### config.mk
export PLATFORM = sky130hd
export DESIGN_NAME = fft_out_reorder_flat
export DESIGN_NICKNAME = d
export VERILOG_FILES = /design/src/rtl/fft_out_reorder_if.sv /design/src/rtl/fft_out_reorder.sv /design/src/flat_wrapper.sv
export SDC_FILE = /design/constraint.sdc
export NUM_CORES = 1
export LEC_CHECK = 0
export ABC_AREA = 1
export BUFFER_PORTS_ARGS = -buffer_cell sky130_fd_sc_hd__clkbuf_2
export CAP_MARGIN = 10
export CORE_MARGIN = 2
export CORE_UTILIZATION = 55
export DETAILED_ROUTE_END_ITERATION = 16
export PLACE_DENSITY = 0.7
export SLEW_MARGIN = 30
export SYNTH_ARGS = -nofsm -noshare
export SYNTH_HDL_FRONTEND = slang
export SYNTH_SLANG_ARGS = --single-unit
### constraint.sdc
create_clock -name clk -period 4.09 [get_ports clk]
set_input_delay 0.818 -clock clk [delete_from_list [all_inputs] [get_ports clk]]
set_output_delay 0.818 -clock clk [all_outputs]
set_load 0.005 [all_outputs]
### src/rtl/fft_out_reorder_if.sv
// rtl/fft_out_reorder_if.sv - FFT output reorder stream/status interface
interface fft_out_reorder_if #(
  parameter int DW = 34
);
  logic          in_valid;
  logic          in_sof;
  logic [DW-1:0] in_data;
  logic          in_ready;
  logic          out_valid;
  logic          out_ready;
  logic [DW-1:0] out_data;
  logic          out_sof;
  logic          out_eof;
  logic          err_ovf;
  logic          err_sync;

  // Producer of FFT words / consumer of reordered words
  modport master (
    output in_valid, in_sof, in_data, out_ready,
    input  in_ready, out_valid, out_data, out_sof, out_eof, err_ovf, err_sync
  );

  // The reorder block itself
  modport slave (
    input  in_valid, in_sof, in_data, out_ready,
    output in_ready, out_valid, out_data, out_sof, out_eof, err_ovf, err_sync
  );
endinterface

### src/rtl/fft_out_reorder.sv
// rtl/fft_out_reorder.sv - ping-pong bit-reversed to natural order FFT frame reorder
module fft_out_reorder #(
  parameter int LOG2N = 4,
  parameter int DW    = 34
) (
  input  logic            clk,
  input  logic            rst,
  fft_out_reorder_if.slave bus
);
  localparam int N  = 2 ** LOG2N;
  localparam int AW = LOG2N + 1;

  typedef enum logic { W_IDLE, W_FILL } w_state_t;
  typedef enum logic { R_IDLE, R_SEND } r_state_t;

  // Bank is the address MSB; index within bank in the low bits.
  logic [DW-1:0]    mem [2*N];

  logic [1:0]       full, full_nxt;
  logic             wr_bank, rd_bank, rd_other;
  logic [LOG2N-1:0] wr_cnt, wr_cnt_nxt;
  logic [LOG2N-1:0] rd_cnt, rd_cnt_nxt;
  w_state_t         w_state, w_next;
  r_state_t         r_state, r_next;

  logic             accept;
  logic             wr_en;
  logic [LOG2N-1:0] wr_idx;
  logic             set_full;
  logic             sync_set;

  logic             load;
  logic [AW-1:0]    rd_addr;
  logic             clr_full;
  logic             rd_bank_nxt;
  logic             valid_nxt, sof_nxt, eof_nxt;

  logic [DW-1:0]    out_data_q;
  logic             out_valid_q, out_sof_q, out_eof_q;
  logic             err_ovf_q, err_sync_q;

  function automatic logic [LOG2N-1:0] bitrev(input logic [LOG2N-1:0] a);
    logic [LOG2N-1:0] r;
    for (int i = 0; i < LOG2N; i++) r[i] = a[LOG2N-1-i];
    return r;
  endfunction

  // in_ready depends only on registered state so the producer never sees a combinational path
  assign bus.in_ready = ~full[wr_bank];
  assign accept       = bus.in_valid & bus.in_ready;
  assign rd_other     = ~rd_bank;

  assign bus.out_valid = out_valid_q;
  assign bus.out_data  = out_data_q;
  assign bus.out_sof   = out_sof_q;
  assign bus.out_eof   = out_eof_q;
  assign bus.err_ovf   = err_ovf_q;
  assign bus.err_sync  = err_sync_q;

  // Write side: place accepted words at their bit-reversed slot, detect framing faults
  always_comb begin
    w_next     = w_state;
    wr_en      = 1'b0;
    wr_idx     = '0;
    wr_cnt_nxt = wr_cnt;
    set_full   = 1'b0;
    sync_set   = 1'b0;
    case (w_state)
      W_IDLE: begin
        if (accept) begin
          if (bus.in_sof) begin
            wr_en      = 1'b1;
            wr_cnt_nxt = LOG2N'(1);
            w_next     = W_FILL;
          end else begin
            sync_set = 1'b1;
          end
        end
      end
      W_FILL: begin
        if (accept) begin
          wr_en = 1'b1;
          if (bus.in_sof && wr_cnt != '0) begin
            // Restart: the partial frame is abandoned and this word becomes word 0
            sync_set   = 1'b1;
            wr_cnt_nxt = LOG2N'(1);
          end else begin
            wr_idx = bitrev(wr_cnt);
            if (wr_cnt == LOG2N'(N - 1)) begin
              set_full   = 1'b1;
              wr_cnt_nxt = '0;
              w_next     = W_IDLE;
            end else begin
              wr_cnt_nxt = wr_cnt + 1'b1;
            end
          end
        end
      end
      default: w_next = W_IDLE;
    endcase
  end

  // Read side: walk a full bank in natural order, chaining into the other bank without a bubble
  always_comb begin
    r_next      = r_state;
    load        = 1'b0;
    rd_addr     = '0;
    rd_cnt_nxt  = rd_cnt;
    clr_full    = 1'b0;
    rd_bank_nxt = rd_bank;
    valid_nxt   = out_valid_q;
    sof_nxt     = out_sof_q;
    eof_nxt     = out_eof_q;
    case (r_state)
      R_IDLE: begin
        if (full[rd_bank]) begin
          load       = 1'b1;
          rd_addr    = {rd_bank, {LOG2N{1'b0}}};
          valid_nxt  = 1'b1;
          sof_nxt    = 1'b1;
          eof_nxt    = 1'b0;
          rd_cnt_nxt = LOG2N'(1);
          r_next     = R_SEND;
        end
      end
      R_SEND: begin
        if (out_valid_q && bus.out_ready) begin
          if (out_eof_q) begin
            clr_full    = 1'b1;
            rd_bank_nxt = rd_other;
            if (full[rd_other]) begin
              load       = 1'b1;
              rd_addr    = {rd_other, {LOG2N{1'b0}}};
              sof_nxt    = 1'b1;
              eof_nxt    = 1'b0;
              rd_cnt_nxt = LOG2N'(1);
            end else begin
              valid_nxt  = 1'b0;
              sof_nxt    = 1'b0;
              eof_nxt    = 1'b0;
              rd_cnt_nxt = '0;
              r_next     = R_IDLE;
            end
          end else begin
            load       = 1'b1;
            rd_addr    = {rd_bank, rd_cnt};
            sof_nxt    = 1'b0;
            eof_nxt    = (rd_cnt == LOG2N'(N - 1));
            rd_cnt_nxt = rd_cnt + 1'b1;
          end
        end
      end
      default: r_next = R_IDLE;
    endcase
  end

  // Bank-full flags: writer and reader never touch the same bank in one edge
  always_comb begin
    full_nxt = full;
    if (set_full) full_nxt[wr_bank] = 1'b1;
    if (clr_full) full_nxt[rd_bank] = 1'b0;
  end

  // Frame buffer storage, intentionally not reset
  always_ff @(posedge clk) begin
    if (wr_en) mem[{wr_bank, wr_idx}] <= bus.in_data;
  end

  // Write-side and shared control state
  always_ff @(posedge clk or posedge rst) begin
    if (rst) begin
      w_state    <= W_IDLE;
      wr_cnt     <= '0;
      wr_bank    <= 1'b0;
      full       <= '0;
      err_ovf_q  <= 1'b0;
      err_sync_q <= 1'b0;
    end else begin
      w_state <= w_next;
      wr_cnt  <= wr_cnt_nxt;
      full    <= full_nxt;
      if (set_full) wr_bank <= ~wr_bank;
      if (bus.in_valid && !bus.in_ready) err_ovf_q <= 1'b1;
      if (sync_set) err_sync_q <= 1'b1;
    end
  end

  // Read-side state and registered output word
  always_ff @(posedge clk or posedge rst) begin
    if (rst) begin
      r_state     <= R_IDLE;
      rd_cnt      <= '0;
      rd_bank     <= 1'b0;
      out_valid_q <= 1'b0;
      out_sof_q   <= 1'b0;
      out_eof_q   <= 1'b0;
      out_data_q  <= '0;
    end else begin
      r_state     <= r_next;
      rd_cnt      <= rd_cnt_nxt;
      rd_bank     <= rd_bank_nxt;
      out_valid_q <= valid_nxt;
      out_sof_q   <= sof_nxt;
      out_eof_q   <= eof_nxt;
      if (load) out_data_q <= mem[rd_addr];
    end
  end
endmodule

### src/flat_wrapper.sv
// flat-port wrapper written by rule: the top's interface ports become plain ports
module fft_out_reorder_flat 
#(
  parameter int LOG2N = 4,
  parameter int DW    = 34
)
  (clk, rst, bus_in_valid, bus_in_sof, bus_in_data, bus_out_ready, bus_in_ready, bus_out_valid, bus_out_data, bus_out_sof, bus_out_eof, bus_err_ovf, bus_err_sync);
  fft_out_reorder_if #(.DW(DW)) bus_i ();
  input  logic clk;
  input  logic rst;
  input wire logic [$bits(bus_i.in_valid)-1:0] bus_in_valid;
  input wire logic [$bits(bus_i.in_sof)-1:0] bus_in_sof;
  input wire logic [$bits(bus_i.in_data)-1:0] bus_in_data;
  input wire logic [$bits(bus_i.out_ready)-1:0] bus_out_ready;
  output wire logic [$bits(bus_i.in_ready)-1:0] bus_in_ready;
  output wire logic [$bits(bus_i.out_valid)-1:0] bus_out_valid;
  output wire logic [$bits(bus_i.out_data)-1:0] bus_out_data;
  output wire logic [$bits(bus_i.out_sof)-1:0] bus_out_sof;
  output wire logic [$bits(bus_i.out_eof)-1:0] bus_out_eof;
  output wire logic [$bits(bus_i.err_ovf)-1:0] bus_err_ovf;
  output wire logic [$bits(bus_i.err_sync)-1:0] bus_err_sync;
  assign bus_i.in_valid = bus_in_valid;
  assign bus_i.in_sof = bus_in_sof;
  assign bus_i.in_data = bus_in_data;
  assign bus_i.out_ready = bus_out_ready;
  assign bus_in_ready = bus_i.in_ready;
  assign bus_out_valid = bus_i.out_valid;
  assign bus_out_data = bus_i.out_data;
  assign bus_out_sof = bus_i.out_sof;
  assign bus_out_eof = bus_i.out_eof;
  assign bus_err_ovf = bus_i.err_ovf;
  assign bus_err_sync = bus_i.err_sync;
  fft_out_reorder #(.LOG2N(LOG2N), .DW(DW)) u_core (.clk(clk), .rst(rst), .bus(bus_i));
endmodule
* After elaboration in Yosys (flattened, before gate mapping)
Memory sizes are Yosys's and may differ from the RTL's. A register that Yosys moved wholly into a read port is not among the register bits. Cells that the tools add are included.
Storage, ports and cells: flip-flop bits (word level) 19, bits in latches 0, memory bits (writable) 1088, memory bits (read-only) 0, input port bits 39, output and inout bits 40, logic and storage cells 120, memories kept 1
Memory list:
- u_core.mem | depth 32, width 34, read ports 1, clocked after Yosys merged registers in 1, wr ports 1, line fft_out_reorder.sv:17 | logic [DW-1:0] mem [2*N];
Operators by class: add/subtract/negate cells 2, multiply operators 0, divide/modulo/power cells 0, magnitude comparators 5, equal/unequal tests 9, shift operators 0, multiplexer cells 72, bitwise gates (word level) 9, reduce and logical (&&, ||, !) cells 10
Operators by type and width (number):
- 4-bit 2-to-1 mux | 11
- 1-bit 2-to-1 mux | 42
- 5-bit 2-to-1 mux | 4
- 1-bit one-hot mux with 2 select lines | 8
- 4-bit one-hot mux with 2 select lines | 2
- 2-bit != test, second input constant | 5
- 5-bit one-hot mux with 2 select lines | 1
- 4-bit by 1-bit adder with 4-bit output, second input constant | 2
- 4-bit == test, second input constant | 2
- 1-bit by 2-bit < comparator with 1-bit output, second input constant | 3
- 3-bit AND reduction | 2
- 1-bit logical AND | 5
- 1-bit NOT | 5
- 2-bit 2-to-1 mux | 2
- 2-bit by 1-bit != test with 1-bit output, second input constant | 2
- 4-bit AND reduction | 1
- 4-bit nonzero test | 1
- 2-bit bitwise AND | 1
- 1-bit demux with 1-bit select | 2
- 1-bit >= comparator, second input constant | 2
- 2-bit NOT | 1
- 2-bit OR | 1
- 2-bit AND reduction | 1
- 1-bit bitwise AND | 1

* Longest topological paths before layout
word-level depth 9, depth in mapped cells 13, mapped depth without buffers 10

* Worst setup path after synthesis
Ideal clock, no wire load.
path type input-to-reg, start in bus_in_sof, end mem u_core.mem[0][0] (enable), setup time 425 ps, data arrival time 3012 ps, data required time 3665 ps, setup slack 653 ps, stages 8, buffers on the path 0, cells stage by stage inv_1 -> a31oi_1 -> nor2_1 -> inv_1 -> nor2_1 -> inv_1 -> nand3_1 -> nor2_1
On the way: cells in the longest elaborated chain, start to end 5, elaborated cells on any way between the ends 9
RTL lines:
- from (decl) | line flat_wrapper.sv:12 | input wire logic [$bits(bus_i.in_sof)-1:0] bus_in_sof;
- 1-bit 2-to-1 mux | line fft_out_reorder.sv:71 | if (bus.in_sof) begin
- 1-bit 2-to-1 mux | line fft_out_reorder.sv:70 | if (accept) begin
- 1-bit one-hot mux with 2 select lines | line fft_out_reorder.sv:68 | case (w_state)
- 1-bit 2-to-1 mux | line fft_out_reorder.sv:166 | if (wr_en) mem[{wr_bank, wr_idx}] <= bus.in_data;
- 1-bit 2-to-1 mux (not written as such) | line fft_out_reorder.sv:166
- to (decl) | line fft_out_reorder.sv:17
Several ways; a longest one is shown, not always the timed one.

* Worst setup path in the final report
start reg u_core.wr_bank, end mem u_core.mem[27][1] (enable)
On the way: cells in the longest elaborated chain, start to end 8, elaborated cells on any way between the ends 11
RTL lines:
- from (decl) | line fft_out_reorder.sv:20 | logic wr_bank, rd_bank, rd_other;
- from (signal assigned) | line fft_out_reorder.sv:182 | if (set_full) wr_bank <= ~wr_bank;
- 1-bit 2-to-1 mux (not written as such) (2 in a row) | line fft_out_reorder.sv:49 | assign bus.in_ready = ~full[wr_bank];
- 1-bit NOT | line fft_out_reorder.sv:49
- 1-bit bitwise AND | line fft_out_reorder.sv:50 | assign accept = bus.in_valid & bus.in_ready;
- 1-bit 2-to-1 mux (on tied branches) | line fft_out_reorder.sv:81, fft_out_reorder.sv:70
- 1-bit one-hot mux with 2 select lines | line fft_out_reorder.sv:68
- 1-bit 2-to-1 mux | line fft_out_reorder.sv:166
- 1-bit 2-to-1 mux (not written as such) | line fft_out_reorder.sv:166
Several ways; a longest one is shown, not always the timed one. The select of a mux whose other input is x is not followed.

==> summary.txt <==
Global-route wire length before repair = 199 mm
Final hold viol count = 0
Largest family of logic cells by synthesized area = simple AND/OR/NAND/NOR gates
Outcome = finished, final reports clean
Final setup TNS = 0 ps
Post-CTS Setup Inserts = 0
Rel. slew slack = 28.3%
Pwr per Cell Area = 591 mW/mm^2
Routed via count = 33874
Post-synth top area share = 66.3%
Final Max Slew Viols = 0
Synth Area in Simple Gates = 21.7%
Max-Cap Viols = 0
WL/cell = 22.1 um
Ports = 79
Cell count after synthesis = 4747
Min-delay worst type = input pin to async pin
Critical Path Sink Type = flip-flop
Number of global-route vias before repair = 32430
Hold buffer count at CTS = 0
Pre-CTS WS = 755 ps
Post_cts resized = 0
Clk slew on worst S/H paths = 60 ps
DPL Wire Length = 68.1 mm
DR pass1 iterations = 5
Clock Skews = 19.0 ps
Final wirelength = 134 mm
Most frequent cells in the layout = edfxtp_1 (1088), nand2_1 (1009), nand3_1 (935), inv_1 (806), nor2_1 (419)
Xor/xnor cell area share of the yosys netlist = 0.0355%
Initial core utilization = 55.6%
Max Clk Rate = 0.301 GHz
Peak supply drop = 0.000538 V
CTS tree = done
Final antenna-violating net count = 0
Fin area = 0.0553 sq mm
DP Area = 0.0514 sq mm
Compound-Gate Fraction of Synth Area = 0.863%
Initial antenna violation count = 4
Core area = 0.0886 sq mm
Register-to-register setup slack = 770 ps
Die X = 303 um
Period utilization = 81.3%
Setup Viol. Count Final = 0
Sequential area share after synthesis = 68.9%
Mux share of post-synthesis cell area = 0%
Total track usage = 29.3%
Syn Nets = 4789
Placer Congestion = 0.791
Crit path max fanout = 17
Total grt overflow = 0
Max Buffers Root-to-Sink = 3
NumNets Final = 4823
Adder-cell share of the synthesized area = 0.0761%
Layout cells sized above 1 = 9.26%
Critical path startpoint category = flip-flop
Seq cells post-synth = 1141
Worst slew pin tran = 1080 ps
CTS buffer count = 114
Synth warn = 0
Port Buffers = 78
Setup slack after layout = 767 ps
Clock sinks = 1141
Yosys cell types = 31
Largest net degree at the start of global routing = 186
Minimum clock period = 3320 ps
Largest area contributor in the netlist = edfxtp_1
Synth top area cells = edfxtp_1 (66%), nand3_1 (9.5%), nand2_1 (7.7%)
Clk_lat worst skew = 690 ps
Die height = 303 um
Post-route DRC = 0
Commonest non-fill, non-tap cell in the layout = edfxtp_1
Mean area per synthesized cell = 10.4 sq um
Number of fill cells = 6963
RSZ-0062 raised after global routing = no
Number of H-tree levels = 3
Vias per std cell = 5.60
Number of core rows = 109
Leakage = 0.0227 uW
Arrival time worst endpoint = 3700 ps
Crit path kind = flip-flop to flip-flop
Iter 0 DRT Violations = 3883
Die area = 0.0921 sq mm
CTS root buf = clkbuf_16
Synthesized area = 0.0493 sq mm
Crit path required time = 4470 ps
Synthesis-to-layout area growth = 12.1%
==> layer usage <==
layer | track usage [%] | vias up | part of all wire [%]
met2 | 48.9 | 1702 | 49
met5 | 0 | - | 0.029
met1 | 39.8 | 16374 | 39
met3 | 3.64 | 272 | 8.6
met4 | 10.7 | 6 | 3.6
li1 | - | 15520 | -
==> path summary, 6_finish.rpt <==
check | startpoint | endpoint | cells past startpoint
setup / recovery | u_core.wr_bank$_DFFE_PP0N_ | u_core.mem[27][1]$_DFFE_PP_ | 9
hold / removal | rst | u_core.r_state$_DFF_PP0_ | 2
setup reg to reg | u_core.wr_bank$_DFFE_PP0N_ | u_core.mem[27][1]$_DFFE_PP_ | 9
hold reg to reg | u_core.bus.err_ovf$_DFFE_PP0P_ | u_core.bus.err_ovf$_DFFE_PP0P_ | 1
max in group asynchronous | rst | u_core.bus.out_data[29]$_DFFE_PP0P_ | 3
min in group clk | bus_in_valid | u_core.bus.err_ovf$_DFFE_PP0P_ | 3
==> cell type report <==
cell class	count	area (sq um)	area share [%]
multi-input cells	2546	11500	20.8
flip-flops and latches	1141	34000	61.5
clock inverters	62	666	1.20
clock buffers	152	3140	5.68
diodes	1	2.50	0.00453
well taps	1165	1460	2.64
repair buffers	162	1450	2.62
inverters	816	3080	5.57
==> sequential cells by signal (all words and copies together) (netlist names) <==
register / cells
u_core.r_state: 1
u_core.wr_bank: 1
u_core.mem: 1088
u_core.rd_bank: 1
u_core.full: 2
u_core.bus.out_eof: 1
u_core.w_state: 1
u_core.bus.out_data: 34
u_core.bus.out_valid: 1
u_core.wr_cnt: 4
u_core.bus.err_ovf: 1
u_core.rd_cnt: 4
u_core.bus.out_sof: 1
u_core.bus.err_sync: 1
==> cells in the mapped netlist, drive strengths merged <==
cell,count
edfxtp,1088
nand2,1011
nand3,938
inv,815
nor2,458
buf,142
clkbuf,102
or2,67
dfrtp,53
o21bai,37
o21ai,14
a21oi,8
ha,3
a31oi,2
nor3,2
xor2,2
a22oi,1
and3,1
clkinv,1
o211ai,1
o22ai,1
==> critical path: stages (launching register included) <==
cell,delay [ps]
dfrtp_1,580
nand2_1,90
o21ai_1,150
nand2_1,140
nor2_1,280
nand2_1,170
inv_1,100
nand2_1,450
nor2_4,720
buf_4,330
==> power by group <==
group / switching (uW) / internal [uW]
Clock: 4440 / 6200
Combinational: 5910 / 2310
Sequential: 363 / 13400
Total: 10700 / 21900
==> stage by stage <==
stage	utilization (%)	std cells	hold WS [ps]	total power, uW
after global placement	58.0	5830	480	22000
final	62.3	6045	178	32700
after floorplan	-	4747	468	19100
after CTS	62.3	6044	169	32700
after detailed placement	58.0	5830	482	22200
after global routing	62.3	6044	195	34000
==> cell families after synthesis <==
family                     after synthesis
and+or+nand+nor                       2477
xor gates and xnor gates                 2
DFF                                   1141
adders and majority gates                3
AOI/OAI and AO/OA                       64
buffers and inverters                 1060
Power figures use the tool's default switching activity.
